File: config.mk
export PLATFORM = sky130hd
export DESIGN_NAME = stepper_phase_decoder
export DESIGN_NICKNAME = d
export VERILOG_FILES = /design/src/rtl/stepper_phase_decoder.sv
export SDC_FILE = /design/constraint.sdc
export NUM_CORES = 1
export LEC_CHECK = 0
export ABC_AREA = 1
export CORE_MARGIN = 2
export CORE_UTILIZATION = 45
export CTS_CLUSTER_DIAMETER = 200
export DETAILED_ROUTE_END_ITERATION = 6
export SLEW_MARGIN = 20
export SYNTH_ARGS = -nofsm -noshare
export SYNTH_HDL_FRONTEND = slang
export SYNTH_SLANG_ARGS = --single-unit
File: constraint.sdc
create_clock -name clk -period 7.1 [get_ports clk]
set_clock_uncertainty 0.1 [all_clocks]
set_input_delay 0.71 -clock clk [delete_from_list [all_inputs] [get_ports clk]]
set_output_delay 0.71 -clock clk [all_outputs]
set_load 0.02 [all_outputs]
File: src/rtl/stepper_phase_decoder.sv
// -----------------------------------------------------------------------------
// stepper_phase_decoder
//
// Receive side of the 4-phase one-hot stepper drive (pins a..d = phase 0..3).
// The pins pass through a 2-flop synchroniser and a DEB-sample stability
// filter. Accepted patterns drive a two-state tracker (UNSYNC / TRACK) that
// decodes forward/reverse steps into a signed wrapping position count and
// flags illegal patterns, skipped phases and stalls.
//
// Pipeline: a pattern first sampled at edge k is accepted by the filter at
// edge k+DEB+1 and its decoded results are registered at edge k+DEB+2.
//
// DEB must stay in 1..3 so that a pattern is always accepted well inside
// one drive step period (5 clocks).
//
// Optional feature (compile-time macro STEPPER_ERR_COUNT_EN): adds an 8-bit
// saturating err_count output counting skipped-phase and illegal-pattern
// events. With the macro undefined the port and its logic are absent.
// -----------------------------------------------------------------------------
module stepper_phase_decoder #(
    parameter int POS_W       = 16,
    parameter int DEB         = 2,
    parameter int STALL_LIMIT = 1000
) (
    input  logic             clk,
    input  logic             rst,
    input  logic             a,
    input  logic             b,
    input  logic             c,
    input  logic             d,
    input  logic             clr,
    output logic [POS_W-1:0] position,
    output logic             step_pulse,
    output logic             dir,
    output logic             locked,
    output logic             phase_err,
    output logic             stalled
`ifdef STEPPER_ERR_COUNT_EN
    ,
    output logic [7:0]       err_count
`endif
);

    typedef enum logic {
        UNSYNC = 1'b0,
        TRACK  = 1'b1
    } state_t;

    localparam logic [1:0]       DEB_N     = 2'(DEB);
    localparam int               STALL_W   = $clog2(STALL_LIMIT + 1);
    localparam logic [STALL_W-1:0] STALL_MAX = STALL_W'(STALL_LIMIT);
    localparam logic [POS_W-1:0] POS_ONE   = POS_W'(1);

    // Input synchroniser and filter state
    logic [3:0]         sync_meta;
    logic [3:0]         sync_q;
    logic [3:0]         last_q;
    logic [1:0]         run_q;
    logic [1:0]         run_d;
    logic [3:0]         filt_q;
    logic               acc_vld_q;
    logic               accept;

    // Tracker state
    state_t             state_q;
    state_t             state_d;
    logic [1:0]         phase_q;
    logic [1:0]         phase_d;

    // Decode of the accepted pattern
    logic               is_idle;
    logic               is_onehot;
    logic [1:0]         pat_idx;
    logic [1:0]         delta;
    logic               step_fwd;
    logic               step_rev;
    logic               err_ev;
    logic               enter_track;

    // Stall timer
    logic [STALL_W-1:0] stall_q;
    logic [STALL_W-1:0] stall_d;

    // Map a one-hot phase pattern to its phase index (0..3 for a..d).
    function automatic logic [1:0] onehot_idx(input logic [3:0] pat);
        case (pat)
            4'b0010: onehot_idx = 2'd1;
            4'b0100: onehot_idx = 2'd2;
            4'b1000: onehot_idx = 2'd3;
            default: onehot_idx = 2'd0;
        endcase
    endfunction

    // Two-flop synchroniser on the asynchronous phase pins.
    // NOTE: every clocked register uses <= so all flops sample pre-edge values;
    // a blocking = here would collapse the two synchroniser stages into one.
    always_ff @(posedge clk or negedge rst) begin
        if (!rst) begin
            sync_meta <= 4'b0000;
            sync_q    <= 4'b0000;
        end else begin
            sync_meta <= {d, c, b, a};
            sync_q    <= sync_meta;
        end
    end

    // Run length of identical synchronised samples; accept on reaching DEB.
    // NOTE: every variable written here gets a default first, so no path
    // leaves a value unassigned and no latch is inferred.
    always_comb begin
        run_d = 2'd1;
        if (sync_q == last_q) begin
            run_d = (run_q >= DEB_N) ? DEB_N : run_q + 2'd1;
        end
        accept = (run_d == DEB_N) && (sync_q != filt_q);
    end

    // Filter registers: last sample, run length and the accepted pattern.
    always_ff @(posedge clk or negedge rst) begin
        if (!rst) begin
            last_q    <= 4'b0000;
            run_q     <= 2'd0;
            filt_q    <= 4'b0000;
            acc_vld_q <= 1'b0;
        end else begin
            last_q    <= sync_q;
            run_q     <= run_d;
            acc_vld_q <= accept;
            if (accept) begin
                filt_q <= sync_q;
            end
        end
    end

    assign is_idle   = (filt_q == 4'b0000);
    assign is_onehot = $onehot(filt_q);
    assign pat_idx   = onehot_idx(filt_q);
    assign delta     = pat_idx - phase_q;

    // Tracker state register: FSM state and the last tracked phase.
    always_ff @(posedge clk or negedge rst) begin
        if (!rst) begin
            state_q <= UNSYNC;
            phase_q <= 2'd0;
        end else begin
            state_q <= state_d;
            phase_q <= phase_d;
        end
    end

    // Next-state logic and step/error classification of a newly accepted pattern.
    always_comb begin
        state_d     = state_q;
        phase_d     = phase_q;
        step_fwd    = 1'b0;
        step_rev    = 1'b0;
        err_ev      = 1'b0;
        enter_track = 1'b0;
        if (acc_vld_q && !is_idle) begin
            case (state_q)
                UNSYNC: begin
                    if (is_onehot) begin
                        state_d     = TRACK;
                        phase_d     = pat_idx;
                        enter_track = 1'b1;
                    end else begin
                        err_ev = 1'b1;
                    end
                end
                TRACK: begin
                    if (!is_onehot) begin
                        err_ev  = 1'b1;
                        state_d = UNSYNC;
                    end else begin
                        case (delta)
                            2'd1: begin
                                step_fwd = 1'b1;
                                phase_d  = pat_idx;
                            end
                            2'd3: begin
                                step_rev = 1'b1;
                                phase_d  = pat_idx;
                            end
                            2'd2: begin
                                // Skipped phase: resync to the new phase, no step.
                                err_ev  = 1'b1;
                                phase_d = pat_idx;
                            end
                            default: ;
                        endcase
                    end
                end
                default: state_d = UNSYNC;
            endcase
        end
    end

    // Stall timer: counts clocks in TRACK since entry or the last step, saturating.
    always_comb begin
        stall_d = stall_q;
        if (state_d != TRACK || step_fwd || step_rev || enter_track || clr) begin
            stall_d = '0;
        end else if (stall_q != STALL_MAX) begin
            stall_d = stall_q + STALL_W'(1);
        end
    end

    assign locked = (state_q == TRACK);

    // Decoded outputs: step pulse, direction, wrapping position, sticky error, stall.
    always_ff @(posedge clk or negedge rst) begin
        if (!rst) begin
            position   <= '0;
            step_pulse <= 1'b0;
            dir        <= 1'b0;
            phase_err  <= 1'b0;
            stall_q    <= '0;
            stalled    <= 1'b0;
        end else begin
            step_pulse <= step_fwd | step_rev;
            if (step_fwd | step_rev) begin
                dir <= step_fwd;
            end
            // clr wins over a coincident step for the count.
            if (clr) begin
                position <= '0;
            end else if (step_fwd) begin
                position <= position + POS_ONE;
            end else if (step_rev) begin
                position <= position - POS_ONE;
            end
            // A coincident error wins over clr so the flag is never lost.
            if (err_ev) begin
                phase_err <= 1'b1;
            end else if (clr) begin
                phase_err <= 1'b0;
            end
            stall_q <= stall_d;
            stalled <= (stall_d == STALL_MAX);
        end
    end

`ifdef STEPPER_ERR_COUNT_EN
    // Saturating count of skipped-phase and illegal-pattern events.
    always_ff @(posedge clk or negedge rst) begin
        if (!rst) begin
            err_count <= 8'd0;
        end else if (clr) begin
            err_count <= err_ev ? 8'd1 : 8'd0;
        end else if (err_ev && err_count != 8'hFF) begin
            err_count <= err_count + 8'd1;
        end
    end
`endif

endmodule

== Yosys cells after proc, flatten, opt, wreduce, memory -nomap -nowiden ==
Index checks and enable logic that the tools add are counted.
Storage, ports and cells
  register bits after elaboration: 52
  input bits: 7
  output and inout bits: 21
  word-level logic and storage cells: 84
Cells by class
  $add $sub $neg: 8
  $lt $le $gt $ge: 1
  equal/unequal tests: 15
  muxes and demuxes: 31
  bitwise operators: 3
  reductions and logical operators: 12
Operators with widths (count)
  $mux 16: 3
  $mux 10: 2
  $mux 1: 18
  $add 16x1->16 const B: 1
  $sub 16x1->16 const B: 1
  $add 10x1->10 const B: 1
  $eq 10x10->1 const B: 1
  $mux 2: 5
  $ne 10x10->1 const B: 1
  $eq 2x2->1 const B: 3
  $pmux 2 s3: 1
  $add 1x1->2: 2
  $eq 4x2->1 const B: 1
  $eq 4x3->1 const B: 1
  $eq 4x4->1: 1
  $eq 4x4->1 const B: 1
  $logic_not 4->1: 1
  $logic_or 1x1->1: 4
  $ne 2x2->1 const B: 2
  $ne 4x4->1: 1
  $pmux 2 s2: 1
  $reduce_and 4->1: 1
  $add 2x2->3: 1
  $eq 3x1->1 const B: 1
  13 further kinds: 15

== Depth between registers and ports, before layout ==
  depth in word-level cells: 14
  mapped depth: 23
  depth with buffers taken out: 23

== Least setup slack after synthesis ==
No wires, ideal clock.
  path type: reg-to-reg
  from: reg filt_q[3]
  to: reg position[14]
  library setup time: 0.083 ns
  arrival: 3.469 ns
  data required time: 6.917 ns
  setup slack: 3.448 ns
  stages on the path, launching flop included: 20
  buffers on the path: 0
  period minus slack after synthesis: 3.652 ns
  cells stage by stage: dfrtp_1 -> inv_1 -> fa_1 -> inv_1 -> ha_1 -> ha_1 -> nor2_4 -> nand4_4 -> inv_1 -> nand2_1 -> ha_1 -> a21oi_1 -> nor2_1 -> nor2_1 -> nor2_1 -> nor2_1 -> nand2_1 -> nand2_1 -> nand2_1 -> o21ai_0
On the way
  cells in the longest elaborated chain, start to end: 10
  elaborated cells between the ends (all ways): 24
  those cells by class: add/sub (3); eq/ne (6); mux (11); reduce/logical (4)
RTL lines
  from (decl): line 60  | logic [3:0] filt_q;
  from (signal assigned): line 130  | filt_q <= sync_q;
  $eq 4x4->1, or another cell as far along: line 86  | case (pat)
  $pmux 2 s3: line 86
  $sub 2x2->2: line 138  | assign delta = pat_idx - phase_q;
  $eq 2x1->1: line 175  | case (delta)
  $mux 1: line 175
  $mux 1: line 171  | if (!is_onehot) begin
  $mux 1: line 160  | case (state_q)
  $mux 1: line 159  | if (acc_vld_q && !is_idle) begin
  $mux 16: line 227  | end else if (step_fwd) begin
  $mux 16: line 225  | if (clr) begin
  to (signal assigned): line 228  | position <= position + POS_ONE;
  to (signal assigned): line 230  | position <= position - POS_ONE;
  to (decl): line 32  | output logic [POS_W-1:0] position,
Parallel ways exist; a longest one is shown, timed or not.
A chain may end at the register's enable or synchronous reset.

== Final worst setup path ==
Same ends and word-level chain as after synthesis.

==> results.sh <==
export IMPL_synth_top_family_by_area="simple AND/OR/NAND/NOR gates"
export IMPL_drt_iter0_markers=103
export IMPL_status="finished, final reports clean"
export IMPL_gp_congestion=0.940
export IMPL_cts_buffers=5
export IMPL_synth_top_area_share=0.413
export IMPL_cts_resized=0
export IMPL_ctsHoldBuffers=0
export IMPL_placedCellCount=526
export IMPL_wl_per_cell_um=12.3
export IMPL_synth_compound_area_share=0.0937
export IMPL_synth_area_leaders="dfrtp_1 41%, nand2_1 14%, ha_1 9.1%"
export IMPL_synthSimpleGateAreaFrac=0.279
export IMPL_seq_area_frac_synth=0.413
export IMPL_drive_above_1_share=0.0502
export IMPL_num_rows=30
export IMPL_relSlewSlack=0.506
export IMPL_hold_path_startpoint="sync_meta[0]"
export IMPL_antenna_found_initial=0
export IMPL_syn_inst=403
export IMPL_worstMarginPinSlew_ns=0.739
export IMPL_worstSetupPathType="register to register"
export IMPL_cts_root_buf="clkbuf_8"
export IMPL_overflow=0
export IMPL_grt_pass1_vias=2487
export IMPL_hpwl_mm=4.86
export IMPL_setup_viol=0
export IMPL_groute_usage_overall=0.187
export IMPL_max_stage_delay_ns=0.57
export IMPL_cts_tree="built"
export IMPL_grt_max_degree=53
export IMPL_synth_top_area_cell="dfrtp_1"
export IMPL_critPathTopFamily="adder cells"
export IMPL_power_density_nw_per_um2=211
export IMPL_antenna_left=0
export IMPL_synth_commonest_cells="119 x nand2_1, 52 x dfrtp_1, 50 x inv_1, 40 x nor2_1, 24 x nand3_1"
export IMPL_start_util=0.464
export IMPL_synth_edf_count=0
export IMPL_hold_class="register to register"
export IMPL_async_flop_share=1.00
export IMPL_drc_errors=0
export IMPL_synth_seq_cells=52
export IMPL_setup_tns_ns=0
export IMPL_vias=2617
export IMPL_numPortBuffers=27
export IMPL_avgSynthCellArea_sq_um=7.82
export IMPL_die_area_sq_um=7690
export IMPL_final_max_slew_viol_count=0
export IMPL_nets=469
export IMPL_core_area_sq_um=6790
export IMPL_timing_final_crit_period_ns=4.17
export IMPL_drt_pre_antenna_iters=4
export IMPL_vias_per_cell=4.90
export IMPL_cp_end_kind="register"
export IMPL_synth_adder_area_share=0.104
export IMPL_cp_start_kind="register"
export IMPL_vdd_drop_max_v=0.0000920
export IMPL_antennaDiodeCount=0
export IMPL_rsz0062_at_grt="no"
export IMPL_ios=28
export IMPL_synth_area_sq_um=3150
export IMPL_die_w_um=87.7
export IMPL_yosysWarnings=0
export IMPL_grt_pass1_wl_mm=11.4
export IMPL_crit_start="filt_q[3]"
export IMPL_final_cells=534
export IMPL_syn_num_nets=435
export IMPL_crit_fanout=19
export IMPL_reg2reg_from="filt_q[3]"
export IMPL_max_cap_violations=0
export IMPL_hold_violations=0
export IMPL_fillers=655
export IMPL_slowest_stage="ha_1"
export IMPL_required_ns=7.23
export IMPL_totalWireLength_mm=6.57
export IMPL_period_share=0.587
export IMPL_die_h_um=87.7
export IMPL_synth_mux_area_frac=0
export IMPL_synthXorXnorAreaFrac=0.0444
export IMPL_worst_path_buf_inv=3
export IMPL_yosysUniqueCellTypes=31
export IMPL_path_cells="inv_1, fa_1, inv_1, ha_1, ha_1, nor2_4, nand4_4, inv_1, nand2_1, ha_1, a21oi_1, nor2_1, nor2_1, nor2_1, nor2_1, nand2_1, nand2_1, nand2_1, o21ai_0"
export IMPL_cts_clk_slew_worst_paths_ns=0.09
export IMPL_p_leak_nw=1.87
export IMPL_cp_arrival_ns=4.30
export IMPL_fmax_mhz=240
export IMPL_clkSinkCount=52
export IMPL_yosysMostFrequentCell="nand2_1"
export IMPL_cts_setup_buffers=0
export IMPL_syn2layout_area_growth_pct=15.3
export IMPL_insertion_delay_ns=0.30
export IMPL_ys_flop_type="dfrtp_1"
export IMPL_clk_path_buf_depth=2
export IMPL_cts_htree_levels=2
stage by stage:
step | hold WS (ns) | util | power (W) | instance area [sq um] | setup WS [ns]
2_1_floorplan | 0.231 | - | 0.000533 | 3150 | 3.45
3_3_place_gp | 0.232 | 0.521 | 0.000592 | 3540 | 3.02
3_5_place_dp | 0.235 | 0.521 | 0.000595 | 3540 | 2.94
4_1_cts | 0.257 | 0.535 | 0.000778 | 3630 | 2.91
5_1_grt | 0.261 | 0.535 | 0.000826 | 3630 | 2.50
6_report | 0.255 | 0.535 | 0.000768 | 3630 | 2.93
layout by cell type, fill, tap and decap left out, types with 2 or more instances in the layout:
master	count
nand2_1	119
dfrtp_1	52
inv_1	50
nor2_1	40
clkdlybuf4s50_1	26
nand3_1	24
o21ai_0	23
ha_1	23
a21oi_1	18
xnor2_1	8
xor2_1	8
clkbuf_8	6
nand4_1	5
nor2_4	3
nand3_2	3
nor3_1	3
a21o_1	3
o21ai_1	3
a21boi_0	2
o21bai_1	2
fa_1	2
routing by layer:
| layer | wire (um) | vias to the layer above | track usage | share of wire |
|---|---|---|---|---|
| met5 | 0 | - | 0 | 0 |
| met4 | 106 | 0 | 0.0601 | 0.016 |
| met3 | 215 | 9 | 0.0311 | 0.033 |
| met2 | 2990 | 48 | 0.300 | 0.46 |
| met1 | 3250 | 1208 | 0.259 | 0.50 |
| li1 | - | 1352 | - | - |
cell type report:
type	count	area, sq um	area share
clock buffers	6	82.6	0.0227
clock inverters	2	13.8	0.00379
inverters	53	201	0.0554
multi-input cells	297	1640	0.452
flip-flops and latches	52	1300	0.358
well taps	96	120	0.0330
repair buffers	28	273	0.0750
flip-flops by register name (all words and copies together) (netlist names), 2 cells and up:
register,flops
position,16
sync_q,4
phase_q,2
sync_meta,4
stall_q,10
last_q,4
filt_q,4
run_q,2
cells by family after synthesis:
logic type      count (synthesis)
flops                          52
simple gates                  202
xor+xnor                       16
fa+ha+maj                      25
compound gates                 54
buf+inv                        54
where the power goes:
part | switching, W | internal, W | leakage, nW
Combinational | 0.000151 | 0.0000910 | 1.13
Sequential | 0.0000258 | 0.000320 | 0.685
Clock | 0.0000996 | 0.0000799 | 0.0516
worst paths after layout:
check                      depth (start not counted)  slack (ns)      endpoint
max                                               19        2.93  position[14]
min reg2reg                                        0        0.25     sync_q[0]
min                                                0        0.25     sync_q[0]
min in group asynchronous                          2        0.41  sync_meta[0]
max reg2reg                                       19        2.93  position[14]
max in group asynchronous                          2        6.05  sync_meta[2]
Power figures use the tool's default switching activity.
==> RTL change 1 (same flow settings) <==
The parameter `POS_W` goes from 16 to 18.
--- a/src/rtl/stepper_phase_decoder.sv
+++ b/src/rtl/stepper_phase_decoder.sv
@@ -20,3 +20,3 @@
 module stepper_phase_decoder #(
-    parameter int POS_W       = 16,
+    parameter int POS_W       = 18,
     parameter int DEB         = 2,
Interface: changed (resized position); port bits go from 28 to 30. No check against the original RTL was run, so the function may have changed too.
==> RTL change 1 against the original RTL <==
- routed wire length rose by 8.6%
- area after synthesis rose by 8.2%
- setup slack improved by 0.26 ns
- sequential cell count rose by 2
- die area rose by 7.8%
- first-iteration DRC count rose by 38%
- sequential share of layout area fell by 1.4 points
- sequential power rose by 4%
- power rose by 8.8%
- final area rose by 7.9%
- hold slack improved by 0.0034 ns
==> RTL change 1: results (changes against the original RTL) <==
metric	value	unit	change
largestRegisters	position: 18 flops, stall_q: 10 flops		was position: 16 flops, stall_q: 10 flops
viasPerCell	4.83		was 4.90
synth_top_area_share	39.6	%	was 41.3%
portBuffers	29		was 27
use_met1	27.9	%	was 25.9%
timing.hold.ws	0.258	ns	was 0.255 ns
yosysSeqAreaShare	39.6	%	was 41.3%
ir_drop	0.0823	mV	was 0.0920 mV
synth_nets	484		was 435
met3_usage	3.15	%	was 3.11%
slowest_delay	0.49	ns	was 0.57 ns
routed_wl	7130	µm	was 6570 µm
worstSkewPairLatency	0.32	ns	was 0.30 ns
status	completed		unchanged
synth.area.top_cells	dfrtp_1 (40%), nand2_1 (16%), ha_1 (8.4%), inv_1 (5.8%), nor2_1 (5.5%)		was dfrtp_1 (41%), nand2_1 (14%), ha_1 (9.1%), inv_1 (6.0%), nor2_1 (4.8%)
dpl_cell_area	3810	µm²	was 3540 µm²
crit_arrival	4.02	ns	was 4.30 ns
clk_pin_slew	0.11	ns	was 0.09 ns
grt_pass1_wl	12400	µm	was 11,400 µm
reg2regPathDepth	18		was 19
crit_slowest_cell	fa_1		was ha_1
r2r_end	position[13]		was position[14]
r2r_setup_slack	3.19	ns	was 2.93 ns
synth_common_cells	nand2_1 (144), dfrtp_1 (54), inv_1 (53)		was nand2_1 (119), dfrtp_1 (52), inv_1 (50)
drtIter0Drc	142		was 103
min_to	sync_q[3]		was sync_q[0]
globalRouteTotalUtil	18.3	%	was 18.7%
nNetsFinal	519		was 469
[RTL change 1: logic make-up (layout without fill, tap and decap cells)]
group           count (synthesis)  count (layout)  synth area share, %
flops                          54              54                 39.6
fa+ha+maj                      25              25                 9.61
simple gates                  241             241                 29.9
buf+inv                        58              94                 6.82
xor+xnor                       20              20                 5.13
compound gates                 54              54                 8.95
[RTL change 1: worst register-to-register path, cell delays in order, from the launching register on]
cell and delay [ns]:
dfrtp_1 0.45, inv_1 0.13, fa_1 0.49, inv_1 0.04, ha_1 0.17, ha_1 0.29
nor2_2 0.19, nand4_4 0.20, inv_2 0.11, nand2_2 0.26, ha_1 0.45, or2_1 0.24
and2_1 0.19, nand2_1 0.06, nand2_1 0.09, nand2_1 0.09, nand2_1 0.06, nor2_1 0.12
o21ai_2 0.07
[RTL change 1: layout make-up]
type                    instances  area, µm²
clock inverters                 3       47.5
well taps                      99        124
flip-flops and latches         54       1350
multi-input cells             340       1830
clock buffers                   5       68.8
fillers                       748       3370
inverters                      56        210
repair buffers                 30        293
[RTL change 1: metal layers]
layer / wire [µm] / share of wire [%]
met5: 0 / 0
met4: 75 / 1.1
met3: 221 / 3.1
met2: 2920 / 41
met1: 3920 / 55
[RTL change 1: how the worst max path moves through the flow]
stage,start,end,slack [ns],cells past startpoint
5_1_grt,filt_q[3],position[16],2.85,19
6_report,filt_q[3],position[13],3.19,18
3_3_place_gp,filt_q[3],position[17],3.28,20
3_5_place_dp,filt_q[3],position[13],3.21,18
2_1_floorplan,filt_q[3],position[13],3.58,18
4_1_cts,filt_q[3],position[13],3.18,19
[RTL change 1: power by group through the flow]
stage / logic, mW / registers [mW] / clock network [mW]
4_1_cts: 0.257 / 0.359 / 0.230
5_1_grt: 0.291 / 0.362 / 0.244
2_1_floorplan: 0.188 / 0.366 / 0
6_report: 0.254 / 0.359 / 0.222
3_3_place_gp: 0.251 / 0.364 / 0
3_5_place_dp: 0.256 / 0.365 / 0
[RTL change 1: through the flow]
stage,instances,setup WS (ns)
finish,587,3.19
global route,587,2.85
CTS,587,3.18
detailed placement,579,3.21
global placement,579,3.28
floorplan,452,3.58
==> RTL change 2 (config.mk and constraints unchanged) <==
Made on the original files. Put one more register stage on the output `stalled`, without a reset. The value now appears one clock later. The other outputs are not delayed to match.
--- a/src/rtl/stepper_phase_decoder.sv
+++ b/src/rtl/stepper_phase_decoder.sv
@@ -52,2 +52,4 @@
     localparam logic [POS_W-1:0] POS_ONE   = POS_W'(1);
+
+    logic stalled_s0;
 
@@ -217,3 +219,3 @@
             stall_q    <= '0;
-            stalled    <= 1'b0;
+            stalled_s0 <= 1'b0;
         end else begin
@@ -238,3 +240,3 @@
             stall_q <= stall_d;
-            stalled <= (stall_d == STALL_MAX);
+            stalled_s0 <= (stall_d == STALL_MAX);
         end
@@ -255,2 +257,6 @@
 
+    always_ff @(posedge clk) begin
+        stalled <= stalled_s0;
+    end
+
 endmodule
Behaviour: same outputs for any inputs over 10 cycles, from zero or initial values and one cycle with rst low; that may be too few to reach the edited logic, so the function may still have changed.
==> RTL change 2 against the original RTL <==
- routed wire length down 2.0%
- non-clock buffer count unchanged
- sequential cell count grew 1
- power grew 0.66%
- synthesized cell count up 0.25%
- first-iteration DRC count decreased by 42%
- final area up 0.48%
- setup slack worse by 0.024 ns
- critical path depth increased by 1
- area after synthesis up 0.63%
==> RTL change 2: results (changes against the original RTL) <==
metric	value	unit	change
status	completed		unchanged
globalRouteTotalUtil	18.6	%	was 18.7%
synth-compound-area-share	9.31	%	was 9.37%
total_power	0.773	mW	was 0.768 mW
wl_met1	3050	µm	was 3250 µm
cellLeakagePower	1.87	nW	about the same
timing.hold.ws	0.253	ns	was 0.255 ns
drive_gt1_share	5.01	%	was 5.02%
synthXorXnorAreaFrac	4.42	%	was 4.44%
avgSynthCellArea	7.85	µm²	was 7.82 µm²
grt_pass1_wl	11300	µm	was 11,400 µm
dpl_cell_area	3560	µm²	was 3540 µm²
fill_cells	654		was 655
synth_cell_type_count	32		was 31
use_met2	31.8	%	was 30.0%
dp_cells	527		was 526
gp_congestion	0.882		was 0.940
drtIter0Drc	60		was 103
nNetsFinal	470		was 469
synth_nets	436		was 435
finalNonFillerCells	535		was 534
intPower	0.489	mW	was 0.491 mW
p_seq	0.352	mW	was 0.346 mW
first_global_vias	2553		was 2,487
yosys.area_share.adder	10.3	%	was 10.4%
viasPerCell	4.87		was 4.90
wl_met2	3140	µm	was 2990 µm
RTL change 2: changes by cell type after synthesis:
cell | unedited run | this run
dfxtp_1 | 0 | 1
RTL change 2: path summary, 6_finish.rpt:
| path | from | to | depth (start not counted) |
|---|---|---|---|
| min in group asynchronous | rst | sync_q[2] | 2 |
| min | stalled_s0 | stalled | 0 |
| min reg2reg | stalled_s0 | stalled | 0 |
| max | filt_q[3] | position[15] | 20 |
| max in group asynchronous | rst | stall_q[3] | 2 |
| max reg2reg | filt_q[3] | position[15] | 20 |
RTL change 2: layout make-up:
| type | count | area [µm²] | area share [%] |
|---|---|---|---|
| clock buffers | 5 | 68.8 | 1.88 |
| clock inverters | 3 | 25.0 | 0.685 |
| inverters | 53 | 201 | 5.52 |
| multi-input cells | 297 | 1640 | 45.0 |
| flip-flops and latches | 53 | 1320 | 36.2 |
| well taps | 96 | 120 | 3.29 |
| repair buffers | 28 | 273 | 7.47 |
